--- src/rtl/rv_bp_pkg.sv ---
// Shared types and constants for the branch predictor BTB.
package rv_bp_pkg;

    localparam int unsigned BTB_ENTRIES_DEFAULT = 16;

    // 2-bit saturating counter encoding; MSB set means predict taken.
    localparam logic [1:0] SNT = 2'b00;
    localparam logic [1:0] WNT = 2'b01;
    localparam logic [1:0] WT  = 2'b10;
    localparam logic [1:0] ST  = 2'b11;

    // Tag is stored zero-extended to 32 bits so the struct is independent of table depth.
    typedef struct packed {
        logic        valid;
        logic [31:0] tag;
        logic [31:0] target;
        logic [1:0]  ctr;
    } btb_entry_t;

endpackage

--- src/rtl/bp_sat_ctr.sv ---
// 2-bit saturating up/down counter next-state logic.
module bp_sat_ctr
    import rv_bp_pkg::*;
(
    input  logic [1:0] ctr,
    input  logic       taken,
    output logic [1:0] ctr_next
);

    // Step toward ST on taken, toward SNT on not taken, holding at the rails.
    always_comb begin
        ctr_next = ctr;
        if (taken) begin
            if (ctr != ST) ctr_next = ctr + 2'd1;
        end else begin
            if (ctr != SNT) ctr_next = ctr - 2'd1;
        end
    end

endmodule

--- src/rtl/branch_predictor.sv ---
// Direct-mapped BTB with 2-bit counters, EX-stage mispredict detection and perf counters.
module branch_predictor
    import rv_bp_pkg::*;
#(
    parameter int unsigned BTB_ENTRIES = BTB_ENTRIES_DEFAULT,
    parameter logic [1:0]  CTR_INIT    = WNT
) (
    input  logic        clk,
    input  logic        rst,
    input  logic [31:0] PC_F,
    output logic        sel,
    output logic [31:0] predicted_address,
    input  logic        ex_valid,
    input  logic        ex_is_branch,
    input  logic [31:0] ex_pc,
    input  logic        ex_taken,
    input  logic [31:0] ex_target,
    input  logic        ex_pred_taken,
    input  logic [31:0] ex_pred_target,
    output logic        flag,
    output logic [31:0] PCback,
    output logic [31:0] branch_cnt,
    output logic [31:0] mispred_cnt
);

    localparam int unsigned IDX_W = $clog2(BTB_ENTRIES);

    btb_entry_t r_btb [BTB_ENTRIES];
    logic [31:0] r_branch_cnt;
    logic [31:0] r_mispred_cnt;

    logic [IDX_W-1:0] w_f_idx;
    logic [31:0]      w_f_tag;
    logic             w_f_hit;
    logic [IDX_W-1:0] w_ex_idx;
    logic [31:0]      w_ex_tag;
    logic             w_ex_hit;
    logic             w_is_br;
    logic             w_bad_jump;
    logic             w_br_mis;
    logic [31:0]      w_ex_pc4;
    logic [1:0]       w_ctr_next;

    // Fetch-side lookup; reads pre-edge table contents only.
    always_comb begin
        w_f_idx           = PC_F[IDX_W+1:2];
        w_f_tag           = PC_F >> (IDX_W + 2);
        w_f_hit           = r_btb[w_f_idx].valid && (r_btb[w_f_idx].tag == w_f_tag);
        sel               = w_f_hit && r_btb[w_f_idx].ctr[1];
        predicted_address = sel ? r_btb[w_f_idx].target : 32'd0;
    end

    // EX-side resolution: detect mispredicts and pick the redirect PC.
    always_comb begin
        w_ex_idx   = ex_pc[IDX_W+1:2];
        w_ex_tag   = ex_pc >> (IDX_W + 2);
        w_ex_hit   = r_btb[w_ex_idx].valid && (r_btb[w_ex_idx].tag == w_ex_tag);
        w_ex_pc4   = ex_pc + 32'd4;
        w_is_br    = ex_valid && ex_is_branch;
        // A non-branch that fetch steered as taken was a stale BTB hit.
        w_bad_jump = ex_valid && !ex_is_branch && ex_pred_taken;
        w_br_mis   = w_is_br && ((ex_pred_taken != ex_taken) ||
                                 (ex_pred_taken && ex_taken && (ex_pred_target != ex_target)));
        flag       = w_br_mis || w_bad_jump;
        PCback     = 32'd0;
        if (w_bad_jump) begin
            PCback = w_ex_pc4;
        end else if (w_br_mis) begin
            PCback = ex_taken ? ex_target : w_ex_pc4;
        end
    end

    bp_sat_ctr u_sat_ctr (
        .ctr      (r_btb[w_ex_idx].ctr),
        .taken    (ex_taken),
        .ctr_next (w_ctr_next)
    );

    // Table training, invalidation and counter updates; reset suppresses any update.
    always_ff @(posedge clk) begin
        if (rst) begin
            for (int unsigned i = 0; i < BTB_ENTRIES; i++) begin
                r_btb[i] <= '{valid: 1'b0, tag: 32'd0, target: 32'd0, ctr: CTR_INIT};
            end
            r_branch_cnt  <= 32'd0;
            r_mispred_cnt <= 32'd0;
        end else begin
            if (w_is_br) begin
                if (w_ex_hit) begin
                    r_btb[w_ex_idx].ctr <= w_ctr_next;
                    if (ex_taken) r_btb[w_ex_idx].target <= ex_target;
                end else if (ex_taken) begin
                    r_btb[w_ex_idx] <= '{valid: 1'b1, tag: w_ex_tag, target: ex_target, ctr: WT};
                end
            end else if (w_bad_jump) begin
                r_btb[w_ex_idx].valid <= 1'b0;
                r_btb[w_ex_idx].ctr   <= CTR_INIT;
            end
            if (w_is_br && (r_branch_cnt != 32'hFFFF_FFFF)) begin
                r_branch_cnt <= r_branch_cnt + 32'd1;
            end
            if (flag && (r_mispred_cnt != 32'hFFFF_FFFF)) begin
                r_mispred_cnt <= r_mispred_cnt + 32'd1;
            end
        end
    end

    assign branch_cnt  = r_branch_cnt;
    assign mispred_cnt = r_mispred_cnt;

endmodule

--- config.mk ---
export PLATFORM = sky130hd
export DESIGN_NAME = branch_predictor
export DESIGN_NICKNAME = d
export VERILOG_FILES = /design/src/rtl/rv_bp_pkg.sv /design/src/rtl/bp_sat_ctr.sv /design/src/rtl/branch_predictor.sv
export SDC_FILE = /design/constraint.sdc
export NUM_CORES = 2
export LEC_CHECK = 0
export CAP_MARGIN = 40
export CORE_ASPECT_RATIO = 1.75
export CORE_UTILIZATION = 30
export CTS_BUF_LIST = sky130_fd_sc_hd__clkbuf_4 sky130_fd_sc_hd__clkbuf_8
export DETAILED_ROUTE_END_ITERATION = 7
export SKIP_CTS_REPAIR_TIMING = 1
export SLEW_MARGIN = 20
export SYNTH_ARGS = -nofsm -noshare
export SYNTH_HDL_FRONTEND = slang
export SYNTH_SLANG_ARGS = --single-unit
--- constraint.sdc ---
create_clock -name clk -period 16.7 [get_ports clk]
set_clock_uncertainty 0.1 [all_clocks]
set_input_delay 4.175 -clock clk [delete_from_list [all_inputs] [get_ports clk]]
set_output_delay 4.175 -clock clk [all_outputs]
set_load 0.01 [all_outputs]
Word-level counts from Yosys, hierarchy flattened --
Memory sizes are Yosys's and may differ from the RTL's. Index checks and enable logic that the tools add are counted.
Word-level totals: register bits after elaboration 64, bits in writable memories 976, input bits 134, output and inout port bits 130, word-level logic and storage cells 68, memories kept 1
Memories:
- r_btb | depth 16, width 61, read ports 2, clocked after memory_dff 0, write ports 16, RTL line branch_predictor.sv:28 | btb_entry_t r_btb [BTB_ENTRIES];
Cells by class: add/sub/neg operators 5, eq/ne operators 7, muxes and demuxes 33, bitwise operators 4, reductions and logical operators 16
Operators by type and width (count):
- two-way mux 32 bit | 5
- adder 32 x 1 -> 32 bit (second input constant) | 2
- equality test 32 x 26 -> 1 bit | 2
- inequality test 32 bit (second input constant) | 2
- two-way mux 61 bit | 1
- OR reduction 61 bit | 1
- adder 32 x 3 -> 32 bit (second input constant) | 1
- inequality test 32 bit | 1
- two-way mux 1 bit | 20
- logical AND 1 bit | 11
- two-way mux 2 bit | 5
- two-way mux 4 bit | 2
- OR 1 bit | 4
- adder 2 x 1 -> 2 bit (second input constant) | 1
- logical OR 1 bit | 2
- inequality test 2 bit (second input constant) | 1
- nonzero test 2 bit | 1
- subtractor 2 x 1 -> 2 bit (second input constant) | 1
- zero test 1 bit | 1
- inequality test 1 bit | 1

Logic depth before layout (Yosys ltp) --
An unclocked memory read counts as a cell.
depth in word-level cells 11, depth in mapped cells 16, mapped depth without buffers 9

Modules after synthesis --
From an unflattened synthesis, not the netlist that was laid out.
Second synthesis, totals: cells, all modules 3847, area total of the unflattened synthesis 54143.2 um2
By module, submodules not included:
- branch_predictor | instances 1, cells an instance 3844, area an instance 54116.9 um2
- bp_sat_ctr | instances 1, cells an instance 3, area an instance 26.3 um2

Worst setup path after synthesis --
No wires, ideal clock.
path kind input port to output port, start point input PC_F[2], end point output predicted_address[11], data arrival time 7.371 ns, data required time 12.425 ns, path slack 5.054 ns, cell stages on the path 8, cell sequence buf_2 -> buf_2 -> clkbuf_1 -> clkbuf_1 -> buf_1 -> mux4_2 -> mux4_2 -> nor2b_1
On the way: word-level cells in the longest chain between the ends 5
RTL lines:
- from (decl) | RTL line branch_predictor.sv:10 | input logic [31:0] PC_F,
- memory read (16 x 61 bit) *
- equality test 32 x 26 -> 1 bit | RTL line branch_predictor.sv:48 | w_f_hit = r_btb[w_f_idx].valid && (r_btb[w_f_idx].tag == w_f_tag);
- logical AND 1 bit | RTL line branch_predictor.sv:48
- logical AND 1 bit | RTL line branch_predictor.sv:49 | sel = w_f_hit && r_btb[w_f_idx].ctr[1];
- two-way mux 32 bit * | RTL line branch_predictor.sv:50 | predicted_address = sel ? r_btb[w_f_idx].target : 32'd0;
- to (decl) | RTL line branch_predictor.sv:12 | output logic [31:0] predicted_address,
Every way passes the cells marked *; elsewhere a longest branch is shown, timed or not.

Final worst setup path --
start point input PC_F[3], end point output predicted_address[9]
The elaborated chain is that of the path after synthesis.

==> out/metrics.yaml <==
drive_above_1_share_pct: 21.8
start_util_pct: 30.3
final_cell_mix: "edfxtp_1, and2_1, mux4_2"
place_area_sq_um: 58600
ys.flop_type: "edfxtp_1"
synth.largest_area_cell: "edfxtp_1"
syn_area_per_cell_sq_um: 14.4
grt_pass1_wl_mm: 255
yosys-top-cells-area: "edfxtp_1, mux4_2, and2_1, dfxtp_1, clkbuf_1"
whs_ns: 0.404
netlist_instances: 3684
syn_to_final_growth_pct: 16.9
synth-async-reset-ratio_pct: 0
cts.clk_slew.worst_paths_ns: 0.06
dr_total_vias: 33900
synth.distinct_cells: 62
yosysWarnings: 0
avgViaCountPerCell: 5.38
rsz0062_at_grt: "false"
layout_commonest_cell: "edfxtp_1"
cp.depth: 11
grt_max_degree: 80
drtAntennaViolNets: 0
hold_depth: 2
slowest_delay_ns: 0.74
worst_pin_slew_ns: 0.914
status: "finished clean"
r2r_cells: 12
wl_met3_mm: 13.8
drc_errors: 0
setup_ws_ns: 3.42
crit_chain: "clkbuf_8 > buf_4 > mux4_2 > mux4_2 > xnor2_1 > nand4_1 > nor4_1 > nand4_1 > buf_4 > nor2b_1 > clkdlybuf4s50_1"
slowest_stage: "nor4_1"
finish.instance_area_sq_um: 61900
syn-num-nets: 3825
slew_headroom_pct: 39.0
arrival_ns: 9.01
die_area_sq_um: 178000
fin_tns_setup_ns: 0
synth-edff-count: 976
gp_congestion: 0.861
crit_family: "buffers and inverters"
cts_max_level: 4
fin_crit_sh_pct: 79.5
cts_sinks: 1040
clk_latency_ns: 0.94
die_y_microns: 558
antenna_found_initial: 16
wl_met2_mm: 93.9
wl_per_cell_microns: 29.1
drt_first_pass_iters: 8
dp.final_hpwl_mm: 114
ir_drop_mv: 0.0910
worstSetupStartpointType: "input port"
nets: 4054
cts_tree: "done"
crit_fanout: 47
drv_cap: 0
slew_viol_final: 0
max_freq_ghz: 0.0753
min_path_type: "register to register"
cp.required_ns: 12.43
ys_seq_area_share_pct: 57.7
finalHoldViolCount: 0
setup_violations: 0
ys_ff_latch: 1040
powerDensity_nw_per_um2: 96.0
cts_made_buffers: 166
end_kind: "output pin"
grt_pass1_vias: 35000
std_cell_rows: 203
place_ws_ns: 3.38
cp_num_buf_inv: 4
cts_root_buf: "clkbuf_8"
numPortBuffers: 261
yosys.area.top_type_share_pct: 55.3
num-fill-cells: 16700
syn_area_sq_um: 53000
period_needed_ns: 13.28
p_leak_nw: 21.0
drt-total-wl_mm: 183
grt_overflow: 0
top_layer_used: "met5"
io_pins: 264
total_power_mw: 5.95
fp.coreArea_sq_um: 175000
grt_usage_pct: 20.3
drtIter0Drc: 3378
path_class: "input port to output pin"
wl_met1_mm: 65.0
die_w_microns: 320
clock_path_buffers: 3
==> metal layers <==
layer	global-route usage, %	vias to the layer above
li1	-	14300
met1	22.5	17500
met2	36.2	1668
met3	3.91	453
met4	11.5	22
met5	0	-
==> tightest hold or removal path, stage by stage (launching register included) <==
cell and delay, ns:
dfxtp_1 0.32, o21ai_0 0.08, a21oi_1 0.06
==> cells in the mapped netlist (3+ instances only) <==
library cell,n
edfxtp_1,976
and2_1,886
mux4_2,382
clkbuf_1,269
nor2_1,141
xor2_1,114
mux2i_1,91
nand2_1,74
xnor2_1,68
dfxtp_1,64
nor4_1,64
nand3_1,45
nor2b_1,41
buf_2,36
or2_2,35
nor3_1,33
buf_1,32
o21ai_0,32
nand4_1,31
a21oi_1,25
and3_1,24
or3_1,24
o31ai_1,19
o21bai_1,17
inv_1,14
a22o_1,12
a22oi_1,12
and4_1,11
o22ai_1,11
a221oi_1,10
nor3_2,9
a211oi_1,8
buf_4,8
ha_1,7
o21a_1,6
nor4b_1,5
a31oi_1,4
mux2_2,4
nand2b_1,4
a211o_1,3
buf_6,3
inv_2,3
nand4b_1,3
==> cells by family (layout without fill, tap and decap cells) <==
| group | Yosys count | count (layout) | share of synthesized area, % |
|---|---|---|---|
| other cells | 0 | 7 | 0 |
| compound gates | 172 | 172 | 2.25 |
| buf+inv | 366 | 724 | 2.78 |
| fa+ha+maj | 7 | 7 | 0.165 |
| xor+xnor | 182 | 182 | 3.01 |
| flops | 1040 | 1040 | 57.7 |
| simple gates | 1440 | 1440 | 16.0 |
| mux | 477 | 477 | 18.0 |
==> power breakdown <==
group	internal, mW	switching (mW)	total (mW)
combinational	0.284	0.392	0.676
sequential	2.97	0.0483	3.02
clock	1.16	1.09	2.25
total	4.42	1.53	5.95
==> layout make-up <==
type / count / area (sq um) / area share [%]
repair buffers: 409 / 3980 / 6.43
multi-input cells: 2278 / 21200 / 34.2
diodes: 7 / 17.5 / 0.0283
clock buffers: 223 / 2720 / 4.39
flip-flops and latches: 1040 / 30600 / 49.4
inverters: 18 / 67.6 / 0.109
well taps: 2255 / 2820 / 4.56
clock inverters: 74 / 577 / 0.931
==> registers in the layout, summed over array words and instances (netlist names) <==
signal / count
r_btb: 976
branch_cnt: 32
mispred_cnt: 32
==> final timing paths <==
check	slack [ns]	from	endpoint
setup / recovery	3.42	PC_F[3]	predicted_address[9]
hold / removal	0.40	branch_cnt[12]	branch_cnt[12]
setup reg to reg	11.59	r_btb[6][39]	r_btb[4][39]
hold reg to reg	0.40	branch_cnt[12]	branch_cnt[12]
==> through the flow <==
| stage | cells | util, % |
|---|---|---|
| after detailed placement | 5998 | 33.5 |
| after floorplan | 3684 | - |
| after global placement | 5976 | 33.2 |
| after global routing | 6299 | 35.4 |
| after CTS | 6295 | 35.4 |
| final | 6304 | 35.4 |
(Power assumes the default switching activity.)
